**config.mk**
```make
export PLATFORM = sky130hd
export DESIGN_NAME = i2c_transaction_sequencer
export DESIGN_NICKNAME = d
export VERILOG_FILES = /design/src/rtl/i2c_pkg.sv /design/src/rtl/i2c_byte_counter.sv /design/src/rtl/i2c_transaction_sequencer.sv
export SDC_FILE = /design/constraint.sdc
export NUM_CORES = 1
export LEC_CHECK = 0
export CAP_MARGIN = 20
export CORE_ASPECT_RATIO = 0.7
export CORE_MARGIN = 1
export CORE_UTILIZATION = 45
export DETAILED_ROUTE_END_ITERATION = 16
export PLACE_DENSITY = 0.8
export SYNTH_ARGS = -nofsm -noshare
export SYNTH_HDL_FRONTEND = slang
export SYNTH_SLANG_ARGS = --single-unit
```
**constraint.sdc**
```tcl
create_clock -name clk -period 6.2 [get_ports clk]
set_input_delay 1.24 -clock clk [delete_from_list [all_inputs] [get_ports clk]]
set_output_delay 1.24 -clock clk [all_outputs]
set_load 0.02 [all_outputs]
```
**src/rtl/i2c_pkg.sv**
```systemverilog
// Shared types for the I2C transaction sequencer: byte-engine opcodes,
// sequencer states and the address-byte R/W bit.
package i2c_pkg;

    typedef enum logic [2:0] {
        OP_START  = 3'd0,
        OP_RSTART = 3'd1,
        OP_WRITE  = 3'd2,
        OP_READ   = 3'd3,
        OP_STOP   = 3'd4
    } cmd_op_e;

    typedef enum logic [2:0] {
        ST_IDLE   = 3'd0,
        ST_START  = 3'd1,
        ST_ADDR_W = 3'd2,
        ST_WRITE  = 3'd3,
        ST_RSTART = 3'd4,
        ST_ADDR_R = 3'd5,
        ST_READ   = 3'd6,
        ST_STOP   = 3'd7
    } state_e;

    localparam logic RW_WRITE = 1'b0;
    localparam logic RW_READ  = 1'b1;

    function automatic logic [7:0] addr_byte(input logic [6:0] addr, input logic rw);
        return {addr, rw};
    endfunction

endpackage

```
**src/rtl/i2c_byte_counter.sv**
```systemverilog
// Remaining-beat counter: loads a byte count, decrements per completed beat
// (never below zero) and flags the empty and final-beat conditions.
module i2c_byte_counter #(
    parameter int W = 32
) (
    input  logic         clk,
    input  logic         rst_n,
    input  logic         load,
    input  logic [W-1:0] load_val,
    input  logic         dec,
    output logic         zero,
    output logic         last
);

    logic [W-1:0] count_q;
    logic [W-1:0] count_d;

    // Next count: load wins over decrement.
    always_comb begin
        count_d = count_q;
        if (load) begin
            count_d = load_val;
        end else if (dec && (count_q != '0)) begin
            count_d = count_q - W'(1);
        end else begin
            count_d = count_q;
        end
    end

    // Count register.
    always_ff @(posedge clk or negedge rst_n) begin
        if (!rst_n) begin
            count_q <= '0;
        end else begin
            count_q <= count_d;
        end
    end

    assign zero = (count_q == '0);
    assign last = (count_q == W'(1));

endmodule

```
**src/rtl/i2c_transaction_sequencer.sv**
```systemverilog
// Walks one I2C transaction (write, write-read or read-only) through a byte
// engine, one command outstanding at a time, with sticky status and counters.
module i2c_transaction_sequencer
    import i2c_pkg::*;
#(
    parameter int LEN_W = 32
) (
    input  logic             clk,
    input  logic             reset,
    input  logic             start,
    input  logic             packet_type,
    input  logic             sr_enable,
    input  logic [6:0]       slave_addr,
    input  logic [LEN_W-1:0] read_length,
    input  logic [LEN_W-1:0] write_length,
    input  logic             bus_available,
    input  logic [7:0]       tx_data,
    input  logic             tx_valid,
    output logic             tx_ready,
    output logic             cmd_valid,
    input  logic             cmd_ready,
    output logic [2:0]       cmd_op,
    output logic [7:0]       cmd_data,
    output logic             cmd_nack,
    input  logic             resp_valid,
    input  logic             resp_ack,
    input  logic [7:0]       resp_data,
    input  logic             arb_lost,
    output logic [7:0]       rx_data,
    output logic             rx_valid,
    output logic             busy,
    output logic             done,
    output logic             slave_nack,
    output logic             arb_loss,
    output logic [LEN_W-1:0] bytes_read,
    output logic [LEN_W-1:0] bytes_written
);

    state_e           state_q, state_d;
    cmd_op_e          cmd_op_q, cmd_op_d;
    logic             busy_q, busy_d, done_q, done_d;
    logic             slave_nack_q, slave_nack_d, arb_loss_q, arb_loss_d;
    logic [LEN_W-1:0] bytes_read_q, bytes_read_d, bytes_written_q, bytes_written_d;
    logic             cmd_valid_q, cmd_valid_d, cmd_nack_q, cmd_nack_d;
    logic [7:0]       cmd_data_q, cmd_data_d, rx_data_q, rx_data_d;
    logic             tx_ready_q, tx_ready_d, rx_valid_q, rx_valid_d;
    logic             wait_q, wait_d, type_q, type_d, sr_q, sr_d;
    logic [6:0]       addr_q, addr_d;
    // rd_phase: the next START is followed by the read address.
    // restart: the current STOP is followed by a fresh START.
    logic             rd_phase_q, rd_phase_d, restart_q, restart_d;
    logic             wr_load_s, wr_dec_s, wr_zero_s, wr_last_s;
    logic             rd_load_s, rd_dec_s, rd_zero_s, rd_last_s;
    state_e           after_wr_state_s;
    logic             after_wr_restart_s;

    i2c_byte_counter #(.W(LEN_W)) u_wr_cnt (
        .clk(clk), .rst_n(reset), .load(wr_load_s), .load_val(write_length),
        .dec(wr_dec_s), .zero(wr_zero_s), .last(wr_last_s)
    );

    i2c_byte_counter #(.W(LEN_W)) u_rd_cnt (
        .clk(clk), .rst_n(reset), .load(rd_load_s), .load_val(read_length),
        .dec(rd_dec_s), .zero(rd_zero_s), .last(rd_last_s)
    );

    assign after_wr_state_s   = (type_q && sr_q) ? ST_RSTART : ST_STOP;
    assign after_wr_restart_s = type_q && !sr_q;

    // Sequencer next-state: accept, arbitration abort, issue, handshake, response.
    always_comb begin
        state_d = state_q;           cmd_op_d = cmd_op_q;
        busy_d = busy_q;             done_d = 1'b0;
        slave_nack_d = slave_nack_q; arb_loss_d = arb_loss_q;
        bytes_read_d = bytes_read_q; bytes_written_d = bytes_written_q;
        cmd_valid_d = cmd_valid_q;   cmd_nack_d = cmd_nack_q;
        cmd_data_d = cmd_data_q;     rx_data_d = rx_data_q;
        tx_ready_d = 1'b0;           rx_valid_d = 1'b0;
        wait_d = wait_q;             type_d = type_q;
        sr_d = sr_q;                 addr_d = addr_q;
        rd_phase_d = rd_phase_q;     restart_d = restart_q;
        wr_load_s = 1'b0; wr_dec_s = 1'b0; rd_load_s = 1'b0; rd_dec_s = 1'b0;

        if (state_q == ST_IDLE) begin
            if (start && bus_available) begin
                type_d = packet_type;  sr_d = sr_enable;  addr_d = slave_addr;
                rd_phase_d = packet_type && (write_length == '0);
                restart_d = 1'b0;      wr_load_s = 1'b1;  rd_load_s = 1'b1;
                bytes_read_d = '0;     bytes_written_d = '0;
                slave_nack_d = 1'b0;   arb_loss_d = 1'b0;
                busy_d = 1'b1;         wait_d = 1'b0;     cmd_valid_d = 1'b0;
                state_d = ST_START;
            end else begin
                busy_d = 1'b0;
            end
        end else if (arb_lost) begin
            arb_loss_d = 1'b1;  done_d = 1'b1;  busy_d = 1'b0;
            cmd_valid_d = 1'b0; wait_d = 1'b0;  state_d = ST_IDLE;
        end else if (!cmd_valid_q && !wait_q) begin
            cmd_nack_d = 1'b0;
            cmd_data_d = 8'h00;
            case (state_q)
                ST_START:  begin cmd_valid_d = 1'b1; cmd_op_d = OP_START;  end
                ST_RSTART: begin cmd_valid_d = 1'b1; cmd_op_d = OP_RSTART; end
                ST_STOP:   begin cmd_valid_d = 1'b1; cmd_op_d = OP_STOP;   end
                ST_ADDR_W: begin
                    cmd_valid_d = 1'b1; cmd_op_d = OP_WRITE;
                    cmd_data_d = addr_byte(addr_q, RW_WRITE);
                end
                ST_ADDR_R: begin
                    cmd_valid_d = 1'b1; cmd_op_d = OP_WRITE;
                    cmd_data_d = addr_byte(addr_q, RW_READ);
                end
                ST_WRITE: begin
                    if (tx_valid) begin
                        cmd_valid_d = 1'b1; cmd_op_d = OP_WRITE; cmd_data_d = tx_data;
                    end else begin
                        cmd_valid_d = 1'b0;
                    end
                end
                ST_READ: begin
                    cmd_valid_d = 1'b1; cmd_op_d = OP_READ; cmd_nack_d = rd_last_s;
                end
                default: cmd_valid_d = 1'b0;
            endcase
        end else if (cmd_valid_q) begin
            if (cmd_ready) begin
                cmd_valid_d = 1'b0;
                wait_d = 1'b1;
                tx_ready_d = (state_q == ST_WRITE);
            end else begin
                cmd_valid_d = 1'b1;
            end
        end else if (resp_valid) begin
            wait_d = 1'b0;
            case (state_q)
                ST_START:  state_d = rd_phase_q ? ST_ADDR_R : ST_ADDR_W;
                ST_RSTART: state_d = ST_ADDR_R;
                ST_ADDR_W: begin
                    if (!resp_ack) begin
                        slave_nack_d = 1'b1; state_d = ST_STOP;
                    end else if (wr_zero_s) begin
                        state_d = after_wr_state_s; restart_d = after_wr_restart_s;
                        rd_phase_d = type_q;
                    end else begin
                        state_d = ST_WRITE;
                    end
                end
                ST_WRITE: begin
                    if (!resp_ack) begin
                        slave_nack_d = 1'b1; state_d = ST_STOP;
                    end else begin
                        bytes_written_d = (&bytes_written_q) ? bytes_written_q
                                                             : bytes_written_q + LEN_W'(1);
                        wr_dec_s = 1'b1;
                        if (wr_last_s) begin
                            state_d = after_wr_state_s; restart_d = after_wr_restart_s;
                            rd_phase_d = type_q;
                        end else begin
                            state_d = ST_WRITE;
                        end
                    end
                end
                ST_ADDR_R: begin
                    if (!resp_ack) begin
                        slave_nack_d = 1'b1; state_d = ST_STOP;
                    end else begin
                        state_d = rd_zero_s ? ST_STOP : ST_READ;
                    end
                end
                ST_READ: begin
                    rx_valid_d = 1'b1; rx_data_d = resp_data; rd_dec_s = 1'b1;
                    bytes_read_d = (&bytes_read_q) ? bytes_read_q : bytes_read_q + LEN_W'(1);
                    state_d = rd_last_s ? ST_STOP : ST_READ;
                end
                ST_STOP: begin
                    if (restart_q) begin
                        restart_d = 1'b0; state_d = ST_START;
                    end else begin
                        state_d = ST_IDLE; busy_d = 1'b0; done_d = 1'b1;
                    end
                end
                default: state_d = ST_IDLE;
            endcase
        end else begin
            wait_d = wait_q;
        end
    end

    // Sequencer state and registered outputs.
    always_ff @(posedge clk or negedge reset) begin
        if (!reset) begin
            state_q <= ST_IDLE;     cmd_op_q <= OP_START;
            busy_q <= 1'b0;         done_q <= 1'b0;
            slave_nack_q <= 1'b0;   arb_loss_q <= 1'b0;
            bytes_read_q <= '0;     bytes_written_q <= '0;
            cmd_valid_q <= 1'b0;    cmd_nack_q <= 1'b0;
            cmd_data_q <= 8'h00;    rx_data_q <= 8'h00;
            tx_ready_q <= 1'b0;     rx_valid_q <= 1'b0;
            wait_q <= 1'b0;         type_q <= 1'b0;
            sr_q <= 1'b0;           addr_q <= 7'h00;
            rd_phase_q <= 1'b0;     restart_q <= 1'b0;
        end else begin
            state_q <= state_d;     cmd_op_q <= cmd_op_d;
            busy_q <= busy_d;       done_q <= done_d;
            slave_nack_q <= slave_nack_d; arb_loss_q <= arb_loss_d;
            bytes_read_q <= bytes_read_d; bytes_written_q <= bytes_written_d;
            cmd_valid_q <= cmd_valid_d;   cmd_nack_q <= cmd_nack_d;
            cmd_data_q <= cmd_data_d;     rx_data_q <= rx_data_d;
            tx_ready_q <= tx_ready_d;     rx_valid_q <= rx_valid_d;
            wait_q <= wait_d;       type_q <= type_d;
            sr_q <= sr_d;           addr_q <= addr_d;
            rd_phase_q <= rd_phase_d;     restart_q <= restart_d;
        end
    end

    assign cmd_op        = cmd_op_q;
    assign cmd_valid     = cmd_valid_q;
    assign cmd_data      = cmd_data_q;
    assign cmd_nack      = cmd_nack_q;
    assign tx_ready      = tx_ready_q;
    assign rx_valid      = rx_valid_q;
    assign rx_data       = rx_data_q;
    assign busy          = busy_q;
    assign done          = done_q;
    assign slave_nack    = slave_nack_q;
    assign arb_loss      = arb_loss_q;
    assign bytes_read    = bytes_read_q;
    assign bytes_written = bytes_written_q;

endmodule
```
==> reports/qor.txt <==
==================================================================================
Main flop type after synthesis                                        sky130_fd_sc_hd__dfrtp_1
Number of global-route vias before repair                                    8,245
Pin count of the biggest net entering global routing                            80
Final count of pins violating max slew                                           0
Yosys Warn Count                                                                 0
Worst max-slew margin expressed relative to the limit                       0.2959
Setup repair after global routing missed its margin                          false
Leakage power                                                             4.595 nW
Antenna viol nets, final                                                         0
FF+latch area                                                           4254 sq um
CTS resizes                                                                      0
Residual overflow from global routing                                            0
Critical path class                                                   input port to flip-flop
Detailed-route wire length per cell                                   17.33 microns
Final Hold Vio Count                                                             0
Fmax                                                                     252.5 MHz
First-pass detailed-route iteration total                                        7
Critical path's largest stage delay                                        0.58 ns
H-tree level count                                                               4
Area of the multi-input gates                                           4826 sq um
Synth Instances                                                              1,085
Nature of the critical path startpoint                                  input port
Buffers added on ports                                                         188
Drt initial violations                                                         940
Crit path cell chain                                                  clkdlybuf4s50_1 -> and4bb_2 -> nand3_1 -> buf_4 -> inv_1 -> nand2_1 -> nor4b_1 -> xnor2_1 -> a21oi_1
PD cells                                                              259.6 nW/um^2
Number of maximum-capacitance violations                                         0
Total Die Area                                                        21,400 sq um
Number of fillers in the final layout                                        1,726
Routability congestion estimate from global placement                       0.9040
Via count                                                                    8,974
CP Data Required Time                                                      6.50 ns
Post-detail-place hpwl                                                19,030 microns
Critical-path cell with the highest stage delay                       sky130_fd_sc_hd__clkdlybuf4s50_1
CTS sink count                                                                 170
Total core area                                                       20,120 sq um
Fraction of final layout cells sized beyond drive strength 1               0.04524
Count of hold-fix buffers inserted at cts                                        0
Total Neg Setup Slack                                                         0 ns
Setup fix buffers added after clock tree synthesis                               0
Width of the die                                                      174.4 microns
Crit share post-route                                                       0.6387
Transition time at the pin with the least slew margin                     1.047 ns
Number of synthesized flops with an enable pin                                   0
Synthesized netlist net count                                                1,191
Worst hold-check path type                                            flip-flop to flip-flop
Netlist area before placement                                           9366 sq um
CTS clk-pin slew, worst paths                                              0.07 ns
Post-synth top area cell                                              sky130_fd_sc_hd__dfrtp_1
Global-route wire length before repair                                42,990 microns
Top fanout value on the critical path                                           23
Ys async rst share                                                           1.000
Final worst clock skew                                                  0.01117 ns
ANT cells                                                                        0
Initial core utilization                                                    0.4655
Final #Nets                                                                  1,353
Final setup vio count                                                            0
Number of buffer and inverter stages on the critical path                        3
Wirelength, routed                                                    26,510 microns
Largest voltage drop on the vdd net                                       216.1 uV
I/O Pins                                                                       189
Area share of the largest cell type after synthesis                         0.4542
Data arrival time of the critical path                                     4.26 ns
Antenna violations before repair                                                 0
Maximum clock path buffer count                                                  2
Mean instance size in the synthesized netlist                          8.633 sq um
Clock root cell                                                       sky130_fd_sc_hd__clkbuf_16
Main area contributors after synthesis                                sky130_fd_sc_hd__dfrtp_1 (45%), sky130_fd_sc_hd__nand2_1 (6.4%), sky130_fd_sc_hd__nor2_1 (4.6%), sky130_fd_sc_hd__xnor2_1 (4.5%), sky130_fd_sc_hd__o21ai_0 (3.8%)
Clock tree from TritonCTS                                                     done
Layout area overhead                                                        28.43%
Vertical extent of the die                                            122.7 microns
Clock latency at the later pin of the worst-skew pair                      0.43 ns
FP Rows                                                                         43
Register bit total from synthesis                                              170
Drt via density                                                              5.865
Critical path endpoint category                                          flip-flop
Post-synthesis sequential area ratio                                        0.4542
Total DRC errors in the routed layout                                            0
Overall global routing resource usage                                       0.2537
Library cells used by synthesis                                                 60
Family of cells with the greatest summed delay on the critical path   simple AND/OR/NAND/NOR gates
Fin Hold WS                                                              0.4772 ns
Run status                                                            finished, final reports clean
Period minus WS final                                                     3.960 ns
Total clock buffers created by CTS                                              17
==================================================================================
==> cells in the mapped netlist, types with 2 or more instances <==
master,count
sky130_fd_sc_hd__dfrtp_1,170
sky130_fd_sc_hd__nand2_1,159
sky130_fd_sc_hd__nor2_1,114
sky130_fd_sc_hd__o21ai_0,72
sky130_fd_sc_hd__a21oi_1,60
sky130_fd_sc_hd__nand3_1,50
sky130_fd_sc_hd__nor3_1,48
sky130_fd_sc_hd__xnor2_1,48
sky130_fd_sc_hd__clkbuf_1,43
sky130_fd_sc_hd__nand4_1,38
sky130_fd_sc_hd__nor4_1,38
sky130_fd_sc_hd__xor2_1,33
sky130_fd_sc_hd__or3_1,28
sky130_fd_sc_hd__inv_1,19
sky130_fd_sc_hd__or4_1,12
sky130_fd_sc_hd__and3_1,11
sky130_fd_sc_hd__a221o_1,9
sky130_fd_sc_hd__and4_1,9
sky130_fd_sc_hd__a22oi_1,8
sky130_fd_sc_hd__ha_1,8
sky130_fd_sc_hd__nor4b_1,8
sky130_fd_sc_hd__o211ai_1,7
sky130_fd_sc_hd__o311ai_0,7
sky130_fd_sc_hd__buf_1,6
sky130_fd_sc_hd__or2_2,6
sky130_fd_sc_hd__a22o_1,5
sky130_fd_sc_hd__buf_2,5
sky130_fd_sc_hd__mux2i_1,5
sky130_fd_sc_hd__nand2b_1,5
sky130_fd_sc_hd__nand3b_1,5
sky130_fd_sc_hd__o22ai_1,4
sky130_fd_sc_hd__a31oi_1,3
sky130_fd_sc_hd__a32oi_1,3
sky130_fd_sc_hd__and2_1,3
sky130_fd_sc_hd__nand4b_1,3
sky130_fd_sc_hd__nor2b_1,3
sky130_fd_sc_hd__a211o_1,2
sky130_fd_sc_hd__a21boi_0,2
sky130_fd_sc_hd__nor3b_1,2
sky130_fd_sc_hd__o2111ai_1,2
sky130_fd_sc_hd__o31ai_1,2
sky130_fd_sc_hd__o41ai_1,2
==> kinds of logic after synthesis <==
logic type / share of synthesized area
adder cells (fa/ha/maj): 0.01069
multiplexers: 0.005344
buffers and inverters: 0.03193
flip-flops: 0.4542
AO/OA/AOI/OAI: 0.1321
XOR/XNOR: 0.07574
AND/OR/NAND/NOR: 0.2900
==> state kept, by name, indices dropped and copies added (netlist names) <==
register and count:
sr_q 1, wait_q 1, rx_valid 1, rd_phase_q 1, cmd_op 3, addr_q 7, tx_ready 1, u_rd_cnt.count_q 32
cmd_data 8, bytes_written 32, cmd_valid 1, rx_data 8, state_q 3, cmd_nack 1, busy 1, u_wr_cnt.count_q 32
bytes_read 32, arb_loss 1, restart_q 1, done 1, slave_nack 1, type_q 1
==> report_power, final <==
group / switching, W / internal, W
sequential: 0.000171 / 0.00127
clock: 0.000471 / 0.000568
combinational: 0.000362 / 0.000284
total: 0.00100 / 0.00212
==> worst min-delay path: cells and delay by family (launching register included) <==
family,cells,cell delay (ns)
compound gates,1,0.06
flops,1,0.34
simple gates,1,0.04
==> final cells by class <==
cell class | count | area share
clock buffer | 19 | 0.03682
clock inverter | 13 | 0.009881
inverter | 19 | 0.005929
multi-input combinational | 840 | 0.4012
sequential | 170 | 0.3537
tap | 270 | 0.02808
timing repair buffer | 199 | 0.1644
==> cell usage in the layout, fill, tap and decap left out, drive strengths merged, types with 13 or more instances in the layout <==
master / count
nor2: 114
nor3: 48
nand4: 38
or4: 13
or3: 28
xor2: 33
nand3: 50
xnor2: 48
a21oi: 60
dfrtp: 170
o21ai: 72
nor4: 39
nand2: 159
clkbuf: 19
inv: 23
clkdlybuf4s50: 187
==> worst paths after layout <==
check                                         from                          endpoint  slack, ns  cells past startpoint
max in group asynchronous                    reset           cmd_data[6]$_DFFE_PN0P_       4.10                      2
max reg2reg                 state_q[0]$_DFFE_PN0P_     bytes_written[31]$_DFFE_PN0P_       2.75                      6
max                                       arb_lost  u_rd_cnt.count_q[21]$_DFFE_PN0P_       2.24                      9
min                        cmd_data[5]$_DFFE_PN0P_           cmd_data[5]$_DFFE_PN0P_       0.48                      2
min reg2reg                cmd_data[5]$_DFFE_PN0P_           cmd_data[5]$_DFFE_PN0P_       0.48                      2
min in group asynchronous                    reset        bytes_read[15]$_DFFE_PN0P_       0.84                      1
==> layer usage <==
metal,track usage,up-vias,wire length [microns]
met3,0.05019,26,2184
met4,0.06524,0,254
met2,0.3655,423,11090
met5,0,-,0
met1,0.3858,4285,12990
li1,-,4240,-
==> per-stage QoR <==
step                      setup slack (ns)  power (W)  utilization  std cells  cell area [sq um]
after floorplan                      3.231   0.001815            -       1085               9366
after detailed placement             1.846   0.002090       0.5699       1498              11470
final                                2.240   0.003122       0.5978       1530              12030
after global placement               1.940   0.002065       0.5699       1498              11470
after CTS                            2.281   0.003129       0.5978       1530              12030
after global routing                 2.014   0.003270       0.5978       1530              12030
(Power assumes the default switching activity.)
